<file path="src/rtl/lut_vector_sequencer_pkg.sv">
// Shared types and constants for the vectoring-mode CORDIC coefficient LUT sequencer.
package lut_vector_sequencer_pkg;

  typedef enum logic [2:0] {
    StIdle,
    StWaitAddr,
    StIssue,
    StWaitDone,
    StHold,
    StFinish
  } state_e;

  localparam logic [1:0] MODE_CIRC  = 2'b01;
  localparam logic [1:0] MODE_HYPER = 2'b11;
  localparam logic       OP_VECTOR  = 1'b0;

  function automatic logic mode_valid(input logic [1:0] m);
    return (m == MODE_CIRC) || (m == MODE_HYPER);
  endfunction

endpackage

</file>
<file path="src/rtl/lut_vector_sequencer_if.sv">
// Bundles control, digit-select address, LUT and coefficient handshakes of the sequencer.
interface lut_vector_sequencer_if #(
  parameter int unsigned DW = 32
);
  logic          start;
  logic [1:0]    mode;
  logic          addr_valid;
  logic [7:0]    addr;
  logic          addr_ready;
  logic [1:0]    lut_mode;
  logic [7:0]    lut_address;
  logic          lut_enable;
  logic          lut_operation;
  logic          lut_done;
  logic [DW-1:0] lut_kappa;
  logic [DW-1:0] lut_theta;
  logic [DW-1:0] lut_delta;
  logic          coef_valid;
  logic          coef_ready;
  logic [DW-1:0] kappa;
  logic [DW-1:0] theta;
  logic [DW-1:0] delta;
  logic [7:0]    iter;
  logic          busy;
  logic          finished;
  logic          error;

  modport slave (
    input  start, mode, addr_valid, addr, lut_done, lut_kappa, lut_theta, lut_delta,
           coef_ready,
    output addr_ready, lut_mode, lut_address, lut_enable, lut_operation, coef_valid,
           kappa, theta, delta, iter, busy, finished, error
  );

  modport master (
    output start, mode, addr_valid, addr, lut_done, lut_kappa, lut_theta, lut_delta,
           coef_ready,
    input  addr_ready, lut_mode, lut_address, lut_enable, lut_operation, coef_valid,
           kappa, theta, delta, iter, busy, finished, error
  );

endinterface

</file>
<file path="src/rtl/lut_vector_sequencer_coef_hold.sv">
// Capture register for the kappa/theta/delta triple; holds its value until the next load.
module lut_vector_sequencer_coef_hold #(
  parameter int unsigned DW = 32
) (
  input  logic          clock,
  input  logic          reset_n,
  input  logic          load,
  input  logic [DW-1:0] lut_kappa,
  input  logic [DW-1:0] lut_theta,
  input  logic [DW-1:0] lut_delta,
  output logic [DW-1:0] kappa,
  output logic [DW-1:0] theta,
  output logic [DW-1:0] delta
);

  always_ff @(posedge clock or negedge reset_n) begin
    if (!reset_n) begin
      kappa <= '0;
      theta <= '0;
      delta <= '0;
    end else if (load) begin
      kappa <= lut_kappa;
      theta <= lut_theta;
      delta <= lut_delta;
    end
  end

endmodule

</file>
<file path="src/rtl/lut_vector_sequencer.sv">
// Per-iteration coefficient LUT sequencer for vectoring-mode high-radix CORDIC:
// address in, one LUT lookup, coefficients out over valid/ready, NUM_ITER times.
module lut_vector_sequencer
  import lut_vector_sequencer_pkg::*;
#(
  parameter int unsigned NUM_ITER = 8,
  parameter int unsigned TIMEOUT  = 4,
  parameter int unsigned DW       = 32
) (
  input logic                   clock,
  input logic                   reset_n,
  lut_vector_sequencer_if.slave bus
);

  localparam int unsigned TW = (TIMEOUT > 1) ? $clog2(TIMEOUT) : 1;

  state_e        state_q;
  logic [TW-1:0] timer_q;
  logic [7:0]    iter_q;
  logic [1:0]    mode_q;
  logic [7:0]    addr_q;
  logic          error_q;
  logic          capture;

  always_ff @(posedge clock or negedge reset_n) begin
    if (!reset_n) begin
      state_q <= StIdle;
      timer_q <= '0;
      iter_q  <= '0;
      mode_q  <= '0;
      addr_q  <= '0;
      error_q <= 1'b0;
    end else begin
      case (state_q)
        StIdle: begin
          if (bus.start) begin
            if (mode_valid(bus.mode)) begin
              mode_q  <= bus.mode;
              iter_q  <= '0;
              error_q <= 1'b0;
              state_q <= StWaitAddr;
            end else begin
              error_q <= 1'b1;
            end
          end
        end
        StWaitAddr: begin
          if (bus.addr_valid) begin
            addr_q  <= bus.addr;
            state_q <= StIssue;
          end
        end
        StIssue: begin
          timer_q <= '0;
          state_q <= StWaitDone;
        end
        StWaitDone: begin
          // A done arriving on the last allowed cycle still wins over the timeout.
          if (bus.lut_done) begin
            state_q <= StHold;
          end else if (timer_q == TW'(TIMEOUT - 1)) begin
            error_q <= 1'b1;
            state_q <= StIdle;
          end else begin
            timer_q <= timer_q + TW'(1);
          end
        end
        StHold: begin
          if (bus.coef_ready) begin
            if (iter_q == 8'(NUM_ITER - 1)) begin
              state_q <= StFinish;
            end else begin
              iter_q  <= iter_q + 8'd1;
              state_q <= StWaitAddr;
            end
          end
        end
        StFinish: state_q <= StIdle;
        default:  state_q <= StIdle;
      endcase
    end
  end

  assign capture = (state_q == StWaitDone) && bus.lut_done;

  lut_vector_sequencer_coef_hold #(
    .DW(DW)
  ) u_coef_hold (
    .clock    (clock),
    .reset_n  (reset_n),
    .load     (capture),
    .lut_kappa(bus.lut_kappa),
    .lut_theta(bus.lut_theta),
    .lut_delta(bus.lut_delta),
    .kappa    (bus.kappa),
    .theta    (bus.theta),
    .delta    (bus.delta)
  );

  // Handshake strobes are pure decodes of the state register, so they are glitch-free
  // and addr_ready/coef_valid can never overlap.
  assign bus.addr_ready    = (state_q == StWaitAddr);
  assign bus.lut_enable    = (state_q == StIssue);
  assign bus.coef_valid    = (state_q == StHold);
  assign bus.finished      = (state_q == StFinish);
  assign bus.busy          = (state_q != StIdle);
  assign bus.lut_mode      = mode_q;
  assign bus.lut_address   = addr_q;
  assign bus.lut_operation = OP_VECTOR;
  assign bus.iter          = iter_q;
  assign bus.error         = error_q;

endmodule

</file>
<file path="src/flat_wrapper.sv">
// flat-port wrapper written by rule: the top's interface ports become plain ports
module lut_vector_sequencer_flat import lut_vector_sequencer_pkg::*;
#(
  parameter int unsigned NUM_ITER = 8,
  parameter int unsigned TIMEOUT  = 4,
  parameter int unsigned DW       = 32
)
  (clock, reset_n, bus_start, bus_mode, bus_addr_valid, bus_addr, bus_lut_done, bus_lut_kappa, bus_lut_theta, bus_lut_delta, bus_coef_ready, bus_addr_ready, bus_lut_mode, bus_lut_address, bus_lut_enable, bus_lut_operation, bus_coef_valid, bus_kappa, bus_theta, bus_delta, bus_iter, bus_busy, bus_finished, bus_error);
  lut_vector_sequencer_if #(.DW(DW)) bus_i ();
  input logic clock;
  input logic reset_n;
  input wire logic [$bits(bus_i.start)-1:0] bus_start;
  input wire logic [$bits(bus_i.mode)-1:0] bus_mode;
  input wire logic [$bits(bus_i.addr_valid)-1:0] bus_addr_valid;
  input wire logic [$bits(bus_i.addr)-1:0] bus_addr;
  input wire logic [$bits(bus_i.lut_done)-1:0] bus_lut_done;
  input wire logic [$bits(bus_i.lut_kappa)-1:0] bus_lut_kappa;
  input wire logic [$bits(bus_i.lut_theta)-1:0] bus_lut_theta;
  input wire logic [$bits(bus_i.lut_delta)-1:0] bus_lut_delta;
  input wire logic [$bits(bus_i.coef_ready)-1:0] bus_coef_ready;
  output wire logic [$bits(bus_i.addr_ready)-1:0] bus_addr_ready;
  output wire logic [$bits(bus_i.lut_mode)-1:0] bus_lut_mode;
  output wire logic [$bits(bus_i.lut_address)-1:0] bus_lut_address;
  output wire logic [$bits(bus_i.lut_enable)-1:0] bus_lut_enable;
  output wire logic [$bits(bus_i.lut_operation)-1:0] bus_lut_operation;
  output wire logic [$bits(bus_i.coef_valid)-1:0] bus_coef_valid;
  output wire logic [$bits(bus_i.kappa)-1:0] bus_kappa;
  output wire logic [$bits(bus_i.theta)-1:0] bus_theta;
  output wire logic [$bits(bus_i.delta)-1:0] bus_delta;
  output wire logic [$bits(bus_i.iter)-1:0] bus_iter;
  output wire logic [$bits(bus_i.busy)-1:0] bus_busy;
  output wire logic [$bits(bus_i.finished)-1:0] bus_finished;
  output wire logic [$bits(bus_i.error)-1:0] bus_error;
  assign bus_i.start = bus_start;
  assign bus_i.mode = bus_mode;
  assign bus_i.addr_valid = bus_addr_valid;
  assign bus_i.addr = bus_addr;
  assign bus_i.lut_done = bus_lut_done;
  assign bus_i.lut_kappa = bus_lut_kappa;
  assign bus_i.lut_theta = bus_lut_theta;
  assign bus_i.lut_delta = bus_lut_delta;
  assign bus_i.coef_ready = bus_coef_ready;
  assign bus_addr_ready = bus_i.addr_ready;
  assign bus_lut_mode = bus_i.lut_mode;
  assign bus_lut_address = bus_i.lut_address;
  assign bus_lut_enable = bus_i.lut_enable;
  assign bus_lut_operation = bus_i.lut_operation;
  assign bus_coef_valid = bus_i.coef_valid;
  assign bus_kappa = bus_i.kappa;
  assign bus_theta = bus_i.theta;
  assign bus_delta = bus_i.delta;
  assign bus_iter = bus_i.iter;
  assign bus_busy = bus_i.busy;
  assign bus_finished = bus_i.finished;
  assign bus_error = bus_i.error;
  lut_vector_sequencer #(.NUM_ITER(NUM_ITER), .TIMEOUT(TIMEOUT), .DW(DW)) u_core (.clock(clock), .reset_n(reset_n), .bus(bus_i));
endmodule
</file>
<file path="config.mk">
export PLATFORM = sky130hd
export DESIGN_NAME = lut_vector_sequencer_flat
export DESIGN_NICKNAME = d
export VERILOG_FILES = /design/src/rtl/lut_vector_sequencer_pkg.sv /design/src/rtl/lut_vector_sequencer_if.sv /design/src/rtl/lut_vector_sequencer_coef_hold.sv /design/src/rtl/lut_vector_sequencer.sv /design/src/flat_wrapper.sv
export SDC_FILE = /design/constraint.sdc
export NUM_CORES = 1
export LEC_CHECK = 0
export ABC_AREA = 1
export BUFFER_PORTS_ARGS = -buffer_cell sky130_fd_sc_hd__buf_2
export CAP_MARGIN = 10
export CORE_AREA = 10 10 103 123
export DETAILED_ROUTE_END_ITERATION = 6
export DIE_AREA = 0 0 113 133
export PLACE_DENSITY = 0.84
export SYNTH_ARGS = -nofsm -noshare
export SYNTH_HDL_FRONTEND = slang
export SYNTH_SLANG_ARGS = --single-unit
</file>
<file path="constraint.sdc">
create_clock -name clock -period 3.1 [get_ports clock]
set_clock_uncertainty 0.1 [all_clocks]
set_input_delay 0.62 -clock clock [delete_from_list [all_inputs] [get_ports clock]]
set_output_delay 0.62 -clock clock [all_outputs]
set_load 0.01 [all_outputs]
</file>
==> out/results.tsv <==
metric	value	unit
final setup violation count	0	
x dimension of the die	113	µm
number of distinct library cells after synthesis	30	
synthesized instance count	592	
classification of the worst setup path	flip-flop to output port	
I/O Buffers	231	
Layout Area Growth over Synthesis	36.66	%
post-CTS setup repair buffer count	0	
number of clock sinks	120	
type of the most critical hold path	primary input to async pin	
starting utilization of the core area	0.4939	
first-pass GRT wire length	24560	µm
TritonRoute pass-1 iters	5	
final slew viol count	0	
setup repair after global routing missed its margin	no	
Tmin final	2258	ps
first-iteration detailed-routing DRC count	337	
total wire length	14980	µm
logic gate share of total power	0.327	
Total Neg Setup Slack	0	ps
type of origin of the critical path	flip-flop	
global-route congestion overflow total	0	
required time reported for the critical path endpoint	2380	ps
H-tree lvl count	4	
average wire per cell in the routed design	15.65	µm
pin count of the biggest net entering global routing	70	
most common cell after layout, fill and taps aside	sky130_fd_sc_hd__nand2_1	
reported leakage power	4.113	nW
fraction of final layout cells sized beyond drive strength 1	0.3394	
total clock buffers created by CTS	17	
synthesized net count	706	
antenna cell count	0	
total routing usage reported by global routing	0.1994	
count of maximum capacitance violations	0	
remaining max-slew budget at the tightest pin	0.5785	
via count	4673	
CP Max Fanout	5	
Fin. Hold Viols	0	
reported net switching power	2.464	mW
antenna violations before repair	0	
most frequent cells in the layout	sky130_fd_sc_hd__nand2_1 (259), sky130_fd_sc_hd__buf_2 (230), sky130_fd_sc_hd__dfrtp_1 (120), sky130_fd_sc_hd__nand3_1 (112), sky130_fd_sc_hd__inv_1 (18)	
#FFs+latches synth	120	
internal power	4.621	mW
top achievable clock speed	442.8	MHz
Pwr Density	1018	nW/µm²
via count of the first global-routing pass	4852	
final weighted congestion in routability-driven placement	0.8474	
worst vdd ir	522.5	µV
placeable core region	10310	µm²
most instantiated flip-flop cell in the synthesis netlist	sky130_fd_sc_hd__dfrtp_1	
maximum root-to-sink buffer count	2	
Mapped Area	5092	µm²
die height	133	µm
hold buffer count at cts	0	
number of flops mapped to enable cells by yosys	0	
fraction of the yosys area taken by sequential cells	0.5897	
clk_lat worst skew	400	ps
detail-routed via count per cell	4.883	
final period utilization	0.7284	
DRC Markers	0	
switching portion of total power	0.3478	
average size of a mapped cell	8.602	µm²
overall die area	15030	µm²
clock share of power	0.307	
critical path arrival	1540	ps
share of async-settable or async-resettable flops after synthesis	1.000	
cell chosen for the clock root	sky130_fd_sc_hd__clkbuf_16	
count of antenna-violating nets left after detailed routing	0	
final layout net count	929	
transition time at the pin with the least slew margin	632.3	ps
result of the run	finished, final reports clean	
count of instances resized after the clock tree is built	0	
placed wire-length estimate	10860	µm
Yosys warning count	0	
total placed cells including tap cells	925	
TritonCTS clock tree	built	
Rows	41	
Post-Layout Cell Count	957	
Worst Setup End Kind	output port	
clock transition time at the flip-flop clock pins of the worst setup and hold paths	60	ps
register share of total power	0.367	
Top-Level Pins	233	
[power groups by stage]
stage	combinational, mW	clock [mW]	sequential (mW)
floorplan	0.995	0	2.89
global placement	2.30	0	2.58
detailed placement	2.38	0	2.59
CTS	2.38	2.20	2.59
global route	2.62	2.27	2.68
finish	2.32	2.17	2.60
[routing by layer]
metal	wire, µm	GRT usage	vias up
li1	-	-	2325
met1	5890	0.2334	2147
met2	7487	0.3237	181
met3	1364	0.08684	20
met4	238	0.05650	0
met5	0	0	-
[flip-flops by register name, indices dropped and copies added (netlist names)]
signal and count:
u_core.u_coef_hold.delta 32, u_core.bus.lut_address 8, u_core.bus.error 1, u_core.u_coef_hold.kappa 32, u_core.bus.lut_mode 2, u_core.timer_q 2
u_core.bus.iter 8, u_core.state_q 3, u_core.u_coef_hold.theta 32
[path summary, 6_finish.rpt]
path	startpoint	end	slack, ps	cells after the start
worst min-delay path	reset_n	u_core.bus.lut_address[5]	120	1
min in group clock	bus_lut_kappa[12]	u_core.u_coef_hold.kappa[12]	350	3
max in group asynchronous	reset_n	u_core.u_coef_hold.theta[3]	2020	2
worst max register to register	u_core.state_q[2]	u_core.u_coef_hold.delta[17]	1360	7
worst min register to register	u_core.bus.lut_address[5]	u_core.bus.lut_address[5]	360	2
worst max-delay path	u_core.state_q[0]	bus_busy	840	5
[area by class of cell]
class	instances	area (µm²)
clock buffer	24	491.7
clock inverter	8	165.2
fill	876	3352
inverter	21	78.83
multi-input combinational	416	1815
sequential	120	3003
tap	129	161.4
timing repair buffer	239	1244
[cells by family (layout without fill, tap and decap cells)]
kind of cell	after synthesis	count (layout)	synth area share
DFF	120	120	0.5897
xor gates and xnor gates	2	2	0.003440
other	1	1	0.0007364
and+or+nand+nor	399	399	0.3334
AOI/OAI and AO/OA	12	12	0.01401
buffers and inverters	56	292	0.05381
adders and majority gates	2	2	0.004913
[metrics by stage]
stage | utilization | cell area (µm²) | total power, mW | setup WS (ps) | hold WS, ps
finish | 0.6749 | 6959 | 7.085 | 841.9 | 120.9
global route | 0.6749 | 6959 | 7.573 | 755.4 | 154.1
floorplan | - | 5092 | 3.885 | 1506 | 224.4
detailed placement | 0.6112 | 6302 | 4.973 | 993.5 | 353.0
global placement | 0.6112 | 6302 | 4.887 | 1015 | 348.5
CTS | 0.6749 | 6959 | 7.182 | 839.2 | 128.7
[synth_stat cells (2+ instances only)]
cell type,instances,area share
sky130_fd_sc_hd__a21oi_1,2,0.0020
sky130_fd_sc_hd__nor2_1,13,0.0096
sky130_fd_sc_hd__nand3_1,112,0.11
sky130_fd_sc_hd__ha_1,2,0.0049
sky130_fd_sc_hd__clkbuf_1,8,0.0059
sky130_fd_sc_hd__xor2_1,2,0.0034
sky130_fd_sc_hd__buf_1,2,0.0015
sky130_fd_sc_hd__or2_2,2,0.0025
sky130_fd_sc_hd__nand4_1,4,0.0049
sky130_fd_sc_hd__o21bai_1,3,0.0044
sky130_fd_sc_hd__dfrtp_1,120,0.59
sky130_fd_sc_hd__inv_1,18,0.013
sky130_fd_sc_hd__inv_2,3,0.0022
sky130_fd_sc_hd__buf_6,4,0.0088
sky130_fd_sc_hd__buf_2,18,0.018
sky130_fd_sc_hd__buf_4,3,0.0044
sky130_fd_sc_hd__o21ai_1,2,0.0020
sky130_fd_sc_hd__nand2_1,259,0.19
sky130_fd_sc_hd__o21ai_0,4,0.0039
[worst max-delay path, cell delays in order, from the launching register on]
cell,delay (ps)
sky130_fd_sc_hd__dfrtp_1,410
sky130_fd_sc_hd__inv_1,150
sky130_fd_sc_hd__nand2_1,130
sky130_fd_sc_hd__nor2_1,220
sky130_fd_sc_hd__inv_1,70
sky130_fd_sc_hd__buf_2,140
(Power assumes the default switching activity.)
